## src/rtl/rob_pkg.sv

```systemverilog
// rob_pkg: shared types for the multi-port reorder buffer.
//   rob_entry_t - per-entry status flags (payload fields are per-instance
//                 widths, so they live in separate arrays in the top)
//   rob_xcpt_e  - exception cause encodings carried on wb_xcpt_type
//   rob_state_e - retire/flush control states
//   ROB_ID_W    - entry id width for a given depth
package rob_pkg;

  typedef struct packed {
    logic valid;
    logic done;
    logic is_store;
    logic xcpt;
  } rob_entry_t;

  typedef enum logic [2:0] {
    XCPT_NONE     = 3'd0,
    XCPT_IFETCH   = 3'd1,
    XCPT_ILLEGAL  = 3'd2,
    XCPT_LD_FAULT = 3'd3,
    XCPT_ST_FAULT = 3'd4,
    XCPT_MISALIGN = 3'd5
  } rob_xcpt_e;

  typedef enum logic {
    ROB_RUN   = 1'b0,
    ROB_FLUSH = 1'b1
  } rob_state_e;

  function automatic int ROB_ID_W(input int entries);
    return $clog2(entries);
  endfunction

endpackage

```

## src/rtl/rob_lookup.sv

```systemverilog
// rob_lookup: one combinational operand-forwarding read.
//   id         in  producer entry id
//   fwd_ok     in  per-entry valid && done && !xcpt
//   entry_data in  per-entry result
//   hit        out producer result is forwardable
//   data       out forwarded result, 0 on a miss
module rob_lookup #(
  parameter int ENTRIES = 8,
  parameter int ID_W    = 3,
  parameter int DATA_W  = 32
) (
  input  logic [ID_W-1:0]                 id,
  input  logic [ENTRIES-1:0]              fwd_ok,
  input  logic [ENTRIES-1:0][DATA_W-1:0]  entry_data,
  output logic                            hit,
  output logic [DATA_W-1:0]               data
);

  assign hit  = fwd_ok[id];
  assign data = hit ? entry_data[id] : '0;

endmodule

```

## src/rtl/reorder_buffer_mp.sv

```systemverilog
// reorder_buffer_mp: parametrised multi-port reorder buffer.
//   alloc_*      decode allocation in program order (alloc_id = tail)
//   wb_*         out-of-order writeback, WB_PORTS ports, lowest port wins
//   rf_*         registered in-order register-file retire
//   st_*         in-order store handoff to dcache (valid/ready)
//   xcpt_*       precise exception pulse, followed by a self-flush
//   lookup_*     operand forwarding, LOOKUP_PORTS ports
//   oldest_id, full, empty  occupancy status
//
// state     | meaning
// ROB_RUN   | normal allocate / writeback / retire
// ROB_FLUSH | head faulted: xcpt_valid high, everything frozen, next edge empties
module reorder_buffer_mp
  import rob_pkg::*;
#(
  parameter int ENTRIES      = 8,
  parameter int WB_PORTS     = 3,
  parameter int LOOKUP_PORTS = 4,
  parameter int DATA_W       = 32,
  parameter int ADDR_W       = 32,
  parameter int REG_W        = 5,
  parameter int XCPT_W       = 3,
  parameter int ID_W         = ROB_ID_W(ENTRIES)
) (
  input  logic                             clock,
  input  logic                             reset,
  input  logic                             alloc_valid,
  output logic                             alloc_ready,
  output logic [ID_W-1:0]                  alloc_id,
  input  logic                             alloc_is_store,
  input  logic [REG_W-1:0]                 alloc_dest,
  input  logic [ADDR_W-1:0]                alloc_pc,
  input  logic [WB_PORTS-1:0]              wb_valid,
  input  logic [WB_PORTS*ID_W-1:0]         wb_id,
  input  logic [WB_PORTS*DATA_W-1:0]       wb_data,
  input  logic [WB_PORTS*ADDR_W-1:0]       wb_addr,
  input  logic [WB_PORTS-1:0]              wb_xcpt,
  input  logic [WB_PORTS*XCPT_W-1:0]       wb_xcpt_type,
  output logic                             rf_we,
  output logic [REG_W-1:0]                 rf_dest,
  output logic [DATA_W-1:0]                rf_data,
  output logic [ID_W-1:0]                  rf_id,
  output logic                             st_valid,
  input  logic                             st_ready,
  output logic [ADDR_W-1:0]                st_addr,
  output logic [DATA_W-1:0]                st_data,
  output logic                             xcpt_valid,
  output logic [XCPT_W-1:0]                xcpt_type,
  output logic [ADDR_W-1:0]                xcpt_pc,
  output logic [ADDR_W-1:0]                xcpt_addr,
  input  logic [LOOKUP_PORTS*ID_W-1:0]     lookup_id,
  output logic [LOOKUP_PORTS-1:0]          lookup_hit,
  output logic [LOOKUP_PORTS*DATA_W-1:0]   lookup_data,
  output logic [ID_W-1:0]                  oldest_id,
  output logic                             full,
  output logic                             empty
);

  rob_state_e                       state_q, state_d;
  rob_entry_t [ENTRIES-1:0]         ent_q;
  logic [ENTRIES-1:0][REG_W-1:0]    dest_q;
  logic [ENTRIES-1:0][ADDR_W-1:0]   pc_q;
  logic [ENTRIES-1:0][ADDR_W-1:0]   addr_q;
  logic [ENTRIES-1:0][DATA_W-1:0]   data_q;
  logic [ENTRIES-1:0][XCPT_W-1:0]   xtype_q;
  logic [ID_W-1:0]                  head_q, tail_q;
  logic [ID_W:0]                    count_q;

  logic       flush_pending, head_ready, head_xcpt, retire_rf, retire, alloc_fire;
  rob_entry_t head_ent;

  logic [ENTRIES-1:0]               wb_hit;
  logic [ENTRIES-1:0]               wb_sel_xcpt;
  logic [ENTRIES-1:0][XCPT_W-1:0]   wb_sel_xtype;
  logic [ENTRIES-1:0][DATA_W-1:0]   wb_sel_data;
  logic [ENTRIES-1:0][ADDR_W-1:0]   wb_sel_addr;
  logic [ENTRIES-1:0]               fwd_ok;

  assign flush_pending = (state_q == ROB_FLUSH);
  assign full          = (count_q == (ID_W+1)'(ENTRIES));
  assign empty         = (count_q == '0);
  assign alloc_ready   = !full && !flush_pending;
  assign alloc_id      = tail_q;
  assign oldest_id     = head_q;
  assign alloc_fire    = alloc_valid && alloc_ready;

  assign head_ent   = ent_q[head_q];
  assign head_ready = head_ent.valid && head_ent.done && !flush_pending;
  assign head_xcpt  = head_ready && head_ent.xcpt;
  assign st_valid   = head_ready && !head_ent.xcpt && head_ent.is_store;
  assign retire_rf  = head_ready && !head_ent.xcpt && !head_ent.is_store;
  assign retire     = retire_rf || (st_valid && st_ready);
  assign st_addr    = st_valid ? addr_q[head_q] : '0;
  assign st_data    = st_valid ? data_q[head_q] : '0;
  assign xcpt_valid = flush_pending;

  always_comb begin
    state_d = state_q;
    case (state_q)
      ROB_RUN:   if (head_xcpt) state_d = ROB_FLUSH;
      ROB_FLUSH: state_d = ROB_RUN;
      default:   state_d = ROB_RUN;
    endcase
  end

  // Scan ports from highest to lowest so the lowest index overwrites a shared id.
  always_comb begin
    wb_hit       = '0;
    wb_sel_xcpt  = '0;
    wb_sel_xtype = '0;
    wb_sel_data  = '0;
    wb_sel_addr  = '0;
    for (int p = WB_PORTS - 1; p >= 0; p--) begin
      if (wb_valid[p]) begin
        wb_hit[wb_id[p*ID_W +: ID_W]]       = 1'b1;
        wb_sel_xcpt[wb_id[p*ID_W +: ID_W]]  = wb_xcpt[p];
        wb_sel_xtype[wb_id[p*ID_W +: ID_W]] = wb_xcpt_type[p*XCPT_W +: XCPT_W];
        wb_sel_data[wb_id[p*ID_W +: ID_W]]  = wb_data[p*DATA_W +: DATA_W];
        wb_sel_addr[wb_id[p*ID_W +: ID_W]]  = wb_addr[p*ADDR_W +: ADDR_W];
      end
    end
  end

  always_comb begin
    fwd_ok = '0;
    for (int e = 0; e < ENTRIES; e++)
      fwd_ok[e] = ent_q[e].valid && ent_q[e].done && !ent_q[e].xcpt;
  end

  // Allocation only ever targets an invalid slot, so it cannot race a writeback
  // (which requires a valid slot) or the head retire.
  always_ff @(posedge clock or negedge reset) begin
    if (!reset) begin
      ent_q   <= '0;
      dest_q  <= '0;
      pc_q    <= '0;
      addr_q  <= '0;
      data_q  <= '0;
      xtype_q <= '0;
    end else if (flush_pending) begin
      ent_q <= '0;
    end else begin
      for (int e = 0; e < ENTRIES; e++) begin
        if (wb_hit[e] && ent_q[e].valid) begin
          ent_q[e].done <= 1'b1;
          ent_q[e].xcpt <= wb_sel_xcpt[e];
          xtype_q[e]    <= wb_sel_xtype[e];
          data_q[e]     <= wb_sel_data[e];
          addr_q[e]     <= wb_sel_addr[e];
        end
      end
      if (retire)
        ent_q[head_q].valid <= 1'b0;
      if (alloc_fire) begin
        ent_q[tail_q]  <= '{valid: 1'b1, done: 1'b0, is_store: alloc_is_store, xcpt: 1'b0};
        dest_q[tail_q] <= alloc_dest;
        pc_q[tail_q]   <= alloc_pc;
      end
    end
  end

  always_ff @(posedge clock or negedge reset) begin
    if (!reset) begin
      state_q   <= ROB_RUN;
      head_q    <= '0;
      tail_q    <= '0;
      count_q   <= '0;
      rf_we     <= 1'b0;
      rf_dest   <= '0;
      rf_data   <= '0;
      rf_id     <= '0;
      xcpt_type <= '0;
      xcpt_pc   <= '0;
      xcpt_addr <= '0;
    end else begin
      state_q <= state_d;
      rf_we   <= retire_rf;
      if (retire_rf) begin
        rf_dest <= dest_q[head_q];
        rf_data <= data_q[head_q];
        rf_id   <= head_q;
      end
      if (head_xcpt) begin
        xcpt_type <= xtype_q[head_q];
        xcpt_pc   <= pc_q[head_q];
        xcpt_addr <= addr_q[head_q];
      end
      if (flush_pending) begin
        head_q  <= '0;
        tail_q  <= '0;
        count_q <= '0;
      end else begin
        if (alloc_fire) tail_q <= tail_q + ID_W'(1);
        if (retire)     head_q <= head_q + ID_W'(1);
        count_q <= count_q + {{ID_W{1'b0}}, alloc_fire} - {{ID_W{1'b0}}, retire};
      end
    end
  end

  for (genvar g = 0; g < LOOKUP_PORTS; g++) begin : g_lookup
    rob_lookup #(
      .ENTRIES (ENTRIES),
      .ID_W    (ID_W),
      .DATA_W  (DATA_W)
    ) u_lookup (
      .id         (lookup_id[g*ID_W +: ID_W]),
      .fwd_ok     (fwd_ok),
      .entry_data (data_q),
      .hit        (lookup_hit[g]),
      .data       (lookup_data[g*DATA_W +: DATA_W])
    );
  end

endmodule

```

## config.mk

```make
export PLATFORM = sky130hd
export DESIGN_NAME = reorder_buffer_mp
export DESIGN_NICKNAME = d
export VERILOG_FILES = /design/src/rtl/rob_pkg.sv /design/src/rtl/rob_lookup.sv /design/src/rtl/reorder_buffer_mp.sv
export SDC_FILE = /design/constraint.sdc
export NUM_CORES = 2
export LEC_CHECK = 0
export CAP_MARGIN = 40
export CELL_PAD_IN_SITES_DETAIL_PLACEMENT = 0
export CELL_PAD_IN_SITES_GLOBAL_PLACEMENT = 2
export CORE_ASPECT_RATIO = 0.7
export CORE_UTILIZATION = 40
export DETAILED_ROUTE_END_ITERATION = 16
export GPL_ROUTABILITY_DRIVEN = 0
export PLACE_DENSITY = 0.9
export SLEW_MARGIN = 20
export SYNTH_ARGS = -nofsm -noshare
export SYNTH_HDL_FRONTEND = slang
export SYNTH_SLANG_ARGS = --single-unit
```

## constraint.sdc

```tcl
create_clock -name clock -period 8.8 [get_ports clock]
set_input_delay 1.76 -clock clock [delete_from_list [all_inputs] [get_ports clock]]
set_output_delay 1.76 -clock clock [all_outputs]
set_load 0.05 [all_outputs]
```

Word level (Yosys, flattened, before mapping)
Cells that the tools add are included.

word-level totals
  bits in registers = 983
  latch bits = 0
  bits in writable memories = 0
  bits in read-only memories = 0
  output and inout bits = 315
  memories kept = 0

operators by class
  add/subtract/negate cells = 4
  multipliers = 0
  divide/modulo/power cells = 0
  $lt $le $gt $ge = 14
  eq/ne operators = 1
  shifts and indexed selects = 0
  multiplexer cells = 130
  bitwise gates (word level) = 7
  reduce and logical (&&, ||, !) cells = 63

operators with widths
  cell                                                                           number
  256-bit two-way mux                                                            6
  256-bit bitwise mux                                                            5
  32-bit binary-select mux with 3-bit select                                     7
  32-bit two-way mux                                                             21
  256-bit bitwise AND                                                            2
  32-bit demux with 3-bit select                                                 4
  24-bit two-way mux                                                             3
  32-bit bitwise mux                                                             2
  24-bit bitwise mux                                                             2
  8-bit two-way mux                                                              6
  40-bit bitwise mux                                                             1
  1-bit two-way mux                                                              40
  1-bit logical AND                                                              38
  3-bit by 4-bit less-than comparator with 1-bit output (second input constant)  9
  3-bit demux with 3-bit select                                                  3
  24-bit bitwise AND                                                             1
  4-bit demux with 3-bit select                                                  2
  3-bit two-way mux                                                              8
  2-bit AND reduction                                                            9
  8-bit bitwise mux                                                              2
  4-bit two-way mux                                                              4
  8-bit OR                                                                       2
  5-bit binary-select mux with 3-bit select                                      1
  5-bit demux with 3-bit select                                                  1
  other kinds (17)                                                               40

Longest topological paths before layout
  word-level depth = 18
  mapped depth = 15
  mapped depth without buffers = 12

Cells and area by module
Synthesis repeated with hierarchy kept, for this count alone.

second synthesis, totals
  cell total of the unflattened synthesis = 6202
  area, all modules = 60516.8 um2

modules (own cells, without submodules)
  module             instances  cells each  area each (um2)  sequential area each (um2)
  reorder_buffer_mp  1          5590        52113.7          24598.6
  rob_lookup         4          153         2100.8           0.0

Worst setup path before layout
OpenSTA, ideal clock, no wires.

  kind = input to output
  start point = input lookup_id[9]
  end point = output lookup_data[100]
  arrival time = 3.439 ns
  data required time = 7.040 ns
  path slack = 3.601 ns
  stages on the path = 5
  cells stage by stage = buf_1 buf_2 mux4_2 mux2i_1 nor2_1

on the way
  cells in the longest elaborated chain, start to end = 3
  elaborated cells between the ends (all ways) = 5
  classes of those cells = 5 x mux

ends and longest elaborated chain
  what                                                                                                            RTL line                            source
  start: declaration                                                                                              reorder_buffer_mp.sv:51             input logic [LOOKUP_PORTS*ID_W-1:0] lookup_id,
  32-bit binary-select mux with 3-bit select / 1-bit binary-select mux with 3-bit select (equally long branches)  rob_lookup.sv:20, rob_lookup.sv:19
  32-bit two-way mux (implied by the code) / 1-bit two-way mux (equally long branches)                            rob_lookup.sv:20, rob_lookup.sv:19
  32-bit two-way mux *                                                                                            rob_lookup.sv:20                    assign data = hit ? entry_data[id] : '0;
  end: declaration                                                                                                reorder_buffer_mp.sv:53             output logic [LOOKUP_PORTS*DATA_W-1:0] lookup_data,

Mark *: on every way between the ends. The rest lies on a longest branch, timed or not. The select of a mux whose other input is x is not followed.

Worst setup path in the final report
  start point = register head_q[2], in the netlist oldest_id[2]
  end point = output st_addr[3]

on the way
  cells in the longest elaborated chain, start to end = 7
  elaborated cells between the ends (all ways) = 10
  classes of those cells = 5 x mux; 5 x reduce/logical

ends and longest elaborated chain
  what                                       RTL line                  source
  start: declaration                         reorder_buffer_mp.sv:66   logic [ID_W-1:0] head_q, tail_q;
  start signal: assignment                   reorder_buffer_mp.sv:194  if (retire) head_q <= head_q + ID_W'(1);
  4-bit binary-select mux with 3-bit select  reorder_buffer_mp.sv:87   assign head_ent = ent_q[head_q];
  4-bit two-way mux (implied by the code)    reorder_buffer_mp.sv:87
  1-bit logical AND (2 in a row)             reorder_buffer_mp.sv:88   assign head_ready = head_ent.valid && head_ent.done && !flush_pending;
  1-bit logical AND (2 in a row)             reorder_buffer_mp.sv:90   assign st_valid = head_ready && !head_ent.xcpt && head_ent.is_store;
  32-bit two-way mux *                       reorder_buffer_mp.sv:93   assign st_addr = st_valid ? addr_q[head_q] : '0;
  end: declaration                           reorder_buffer_mp.sv:45   output logic [ADDR_W-1:0] st_addr,

Marked as above.

==> results_tabular.tex <==
\begin{tabular}{lr}
\hline
Metric & Value \\
\hline
\multicolumn{2}{l}{\textbf{Run status}} \\
Result of the run & complete, no violations \\
\multicolumn{2}{l}{\textbf{Routing}} \\
TritonRoute pass-1 iters & 8 \\
Vias & 56,584 \\
Via/cell ratio & 6.784 \\
Post-route DRC violation count & 0 \\
Detailed-route wire length & 285,600 µm \\
Post-detailed-route count of antenna-violating nets & 0 \\
WL/cell & 34.24 µm \\
Initial DRC Count & 8,084 \\
\multicolumn{2}{l}{\textbf{Critical path}} \\
Critical Path Sink Type & output pin \\
Cell depth of the worst flop-to-flop path & 7 \\
Critical path's largest stage delay & 0.80 ns \\
Critical Path RT & between 7 and 8 ns \\
Critical path start-end classification & reg -> out \\
Critical path fanouts, max & 30 \\
Library cell contributing the largest single delay on the critical path & dfrtp\_4 \\
Worst-path cell chain & buf\_4 > nand2b\_1 > o32ai\_1 > a211oi\_2 > nand4b\_4 > buf\_12 > inv\_1 > and2\_1 > clkdlybuf4s50\_1 \\
Critical path startpoint category & flip-flop \\
Arrival time at the worst endpoint & 5.43 ns \\
\multicolumn{2}{l}{\textbf{Power}} \\
Leakage power & between 20 and 30 nW \\
Switch share & 44.36\% \\
Internal power of the cells & about 13 mW \\
Power per cell area & $\sim$320 nW/µm² \\
Relative contribution of combinational cells to total power & 44.8\% \\
Reg power frac & 33.8\% \\
Power dissipated by switching net loads & slightly above 10 mW \\
Worst IR drop on VDD & 0.2338 mV \\
Power share of the clock group & 21.4\% \\
\multicolumn{2}{l}{\textbf{Finish}} \\
Share of cells above drive strength 1 & about 16\% \\
Fill count & 13,782 \\
Post-layout nets & 6,495 \\
Area added between synthesis and finish & 19.02\% \\
\multicolumn{2}{l}{\textbf{Floorplan}} \\
DIE AREA & 150,600 µm² \\
Std-Cell Rows & 118 \\
Width of the die & 463.4 µm \\
CORE AREA & 147,900 µm² \\
Top Ports & between 500 and 600 \\
Vertical extent of the die & 325.0 µm \\
Starting Density & 40.29\% \\
\multicolumn{2}{l}{\textbf{Yosys}} \\
Post-synthesis async set-or-reset flop share & 100.0\% \\
Library cells used by synthesis & 67 \\
Avg Cell Area, Syn & 9.766 µm² \\
Netlist area before placement & 59,600 µm² \\
Number of synthesized register bits & 983 \\
Synth Area in XOR/XNOR & less than 1\% \\
Proportion of synthesized chip area in sequential cells & $\sim$41\% \\
Number of nets produced by synthesis & 6,382 \\
Number of instances in the synthesized netlist & 6,103 \\
Largest family of logic cells by synthesized area & compound AO/OA/AOI/OAI gates \\
Simple-gate share of the synthesized area & under 10\% \\
Number of flops mapped to enable cells by yosys & 0 \\
Synth warnings & 0 \\
Fraction of synthesized cell area taken by the top area cell type & 41.27\% \\
Proportion of synthesized area in mux cells & between 10\% and 20\% \\
Cells taking the most area after synthesis & dfrtp\_1, mux4\_2, o21ai\_0, nand2\_1, mux2\_2 \\
Most frequently used flop master after synthesis & dfrtp\_1 \\
Largest area contributor in the synthesized netlist & dfrtp\_1 \\
Post-synthesis compound-gate area fraction & 24.13\% \\
Fraction of the mapped netlist area in adder cells & 0.2015\% \\
\multicolumn{2}{l}{\textbf{Timing}} \\
Worst slew pin tran & 1.128 ns \\
Total count of max-transition violations in the final report & 0 \\
Share of the cycle needed by the critical path after routing & 81.66\% \\
Setup violators final & 0 \\
Clock period minus final worst setup slack & around 7.2 ns \\
Setup skew after layout & 0.07099 ns \\
Sum of negative setup slack & 0 ns \\
Timing-limited maximum frequency & 139.2 MHz \\
Hold WS & 0.4757 ns \\
Setup repair after global routing missed its margin & no \\
Relative slew margins & 24.77\% \\
Final hold viol count & 0 \\
\multicolumn{2}{l}{\textbf{Place}} \\
Number of input and output port buffers inserted & 584 \\
Post-DP HPWL & 170,500 µm \\
\multicolumn{2}{l}{\textbf{GRT}} \\
Via count of the first global-routing pass & 54,598 \\
Gr usage total & 37.11\% \\
Wire length of the first global-routing pass & around 410,000 µm \\
Pin count of the biggest net entering global routing & $\sim$150 \\
Remaining global-route overflow & 0 \\
Initial antenna violation count & 75 \\
\multicolumn{2}{l}{\textbf{Min path}} \\
Worst min-delay path class & reg -> reg \\
Instance count along the most critical hold path & 1 \\
\multicolumn{2}{l}{\textbf{Clock network}} \\
Post-cts repair resize count & 0 \\
Clock transition at the register clock pins on the worst setup and hold paths after CTS & 0.06 ns \\
Clock latency at the later pin of the worst-skew pair & 0.82 ns \\
TritonCTS Buffers & $\sim$110 \\
Max H-tree Level & 3 \\
Hold buffers post-CTS & 0 \\
Clock sink count & just under 1,000 \\
Clock tree from TritonCTS & yes \\
Number of setup buffers added after CTS & 0 \\
Buffer cell driving the clock tree root & clkbuf\_16 \\
Number of buffers between clock root and the deepest sink & 3 \\
\multicolumn{2}{l}{\textbf{Job}} \\
Max-cap check violation count & 0 \\
\hline
\end{tabular}
==> routing by layer <==
metal	wire (µm)	GRT usage, %
met5	344	0.5051
met3	36080	12.64
met2	121600	53.14
met1	111100	49.25
met4	16380	19.91
==> cells in the final DEF (no fill, tap or decap), drive strengths merged, types with 117 or more instances in the layout <==
master         count
o21ai           1134
dfrtp            983
nand2            931
clkdlybuf4s50    571
a221o            341
nor2             333
mux2             316
mux4             285
a22oi            244
buf              183
mux2i            171
clkbuf           149
a221oi           117
==> worst paths after layout <==
check,from,to,slack [ns]
worst max register to register,oldest_id[2],rf_data[24],4.18
worst min-delay path,rf_dest[2],rf_dest[2],0.48
worst min register to register,rf_dest[2],rf_dest[2],0.48
max in group asynchronous,reset,pc_q[82],5.88
min in group asynchronous,reset,data_q[76],1.01
worst max-delay path,oldest_id[2],st_addr[3],1.61
==> metrics by stage <==
step	util, %	worst slack [ns]	area [µm²]	total power [mW]	std cells
after floorplan	-	3.601	59600	13.58	6103
after global placement	44.89	1.998	66410	17.44	8055
after detailed placement	45.20	1.981	66870	17.77	8080
after CTS	47.72	1.599	70600	22.67	8276
after global routing	47.93	1.510	70900	23.76	8328
final	47.95	1.614	70930	22.84	8341
==> cells by family after synthesis <==
family,count (synthesis)
compound gates,2177
simple gates,1383
flops,983
buf+inv,774
mux,772
fa+ha+maj,9
xor+xnor,5
==> synthesized netlist by cell type, types with 109 or more instances <==
| cell type | instances |
|---|---|
| o21ai_0 | 1025 |
| dfrtp_1 | 983 |
| nand2_1 | 931 |
| clkbuf_1 | 390 |
| a221o_1 | 341 |
| nor2_1 | 331 |
| mux2_2 | 309 |
| mux4_2 | 285 |
| a22oi_1 | 244 |
| buf_2 | 174 |
| mux2i_1 | 171 |
| buf_1 | 166 |
| a221oi_1 | 117 |
| o21ai_1 | 109 |
==> area by class of cell <==
class	instances	area [µm²]	share of cell area, %
inverter	25	93.84	0.1323
sequential	983	24610	34.70
antenna	57	142.6	0.2011
tap	1980	2477	3.492
multi-input combinational	4346	32250	45.46
timing repair buffer	754	7636	10.76
clock inverter	47	700.7	0.9878
clock buffer	149	3024	4.263
==> critical path, delay by kind of cell, from the launching register on <==
family | cells | cell delay (ns)
buffers and inverters | 4 | 1.81
flip-flops | 1 | 0.80
AND/OR/NAND/NOR | 3 | 1.35
AO/OA/AOI/OAI | 2 | 0.60
==> registers in the layout, summed over array words and instances (netlist names), 4 cells and up <==
signal     count
addr_q       256
data_q       256
pc_q         256
dest_q        40
ent_q         32
rf_data       32
xcpt_addr     32
xcpt_pc       32
xtype_q       24
rf_dest        5
count_q        4
==> power groups by stage <==
stage | clock (mW) | sequential, mW | combinational [mW]
after floorplan | 0 | 7.92 | 5.66
after global routing | 5.11 | 7.91 | 10.7
final | 4.89 | 7.72 | 10.2
after CTS | 4.94 | 7.67 | 10.1
after detailed placement | 0 | 7.74 | 10.0
after global placement | 0 | 7.63 | 9.81
Power figures use the tool's default switching activity.
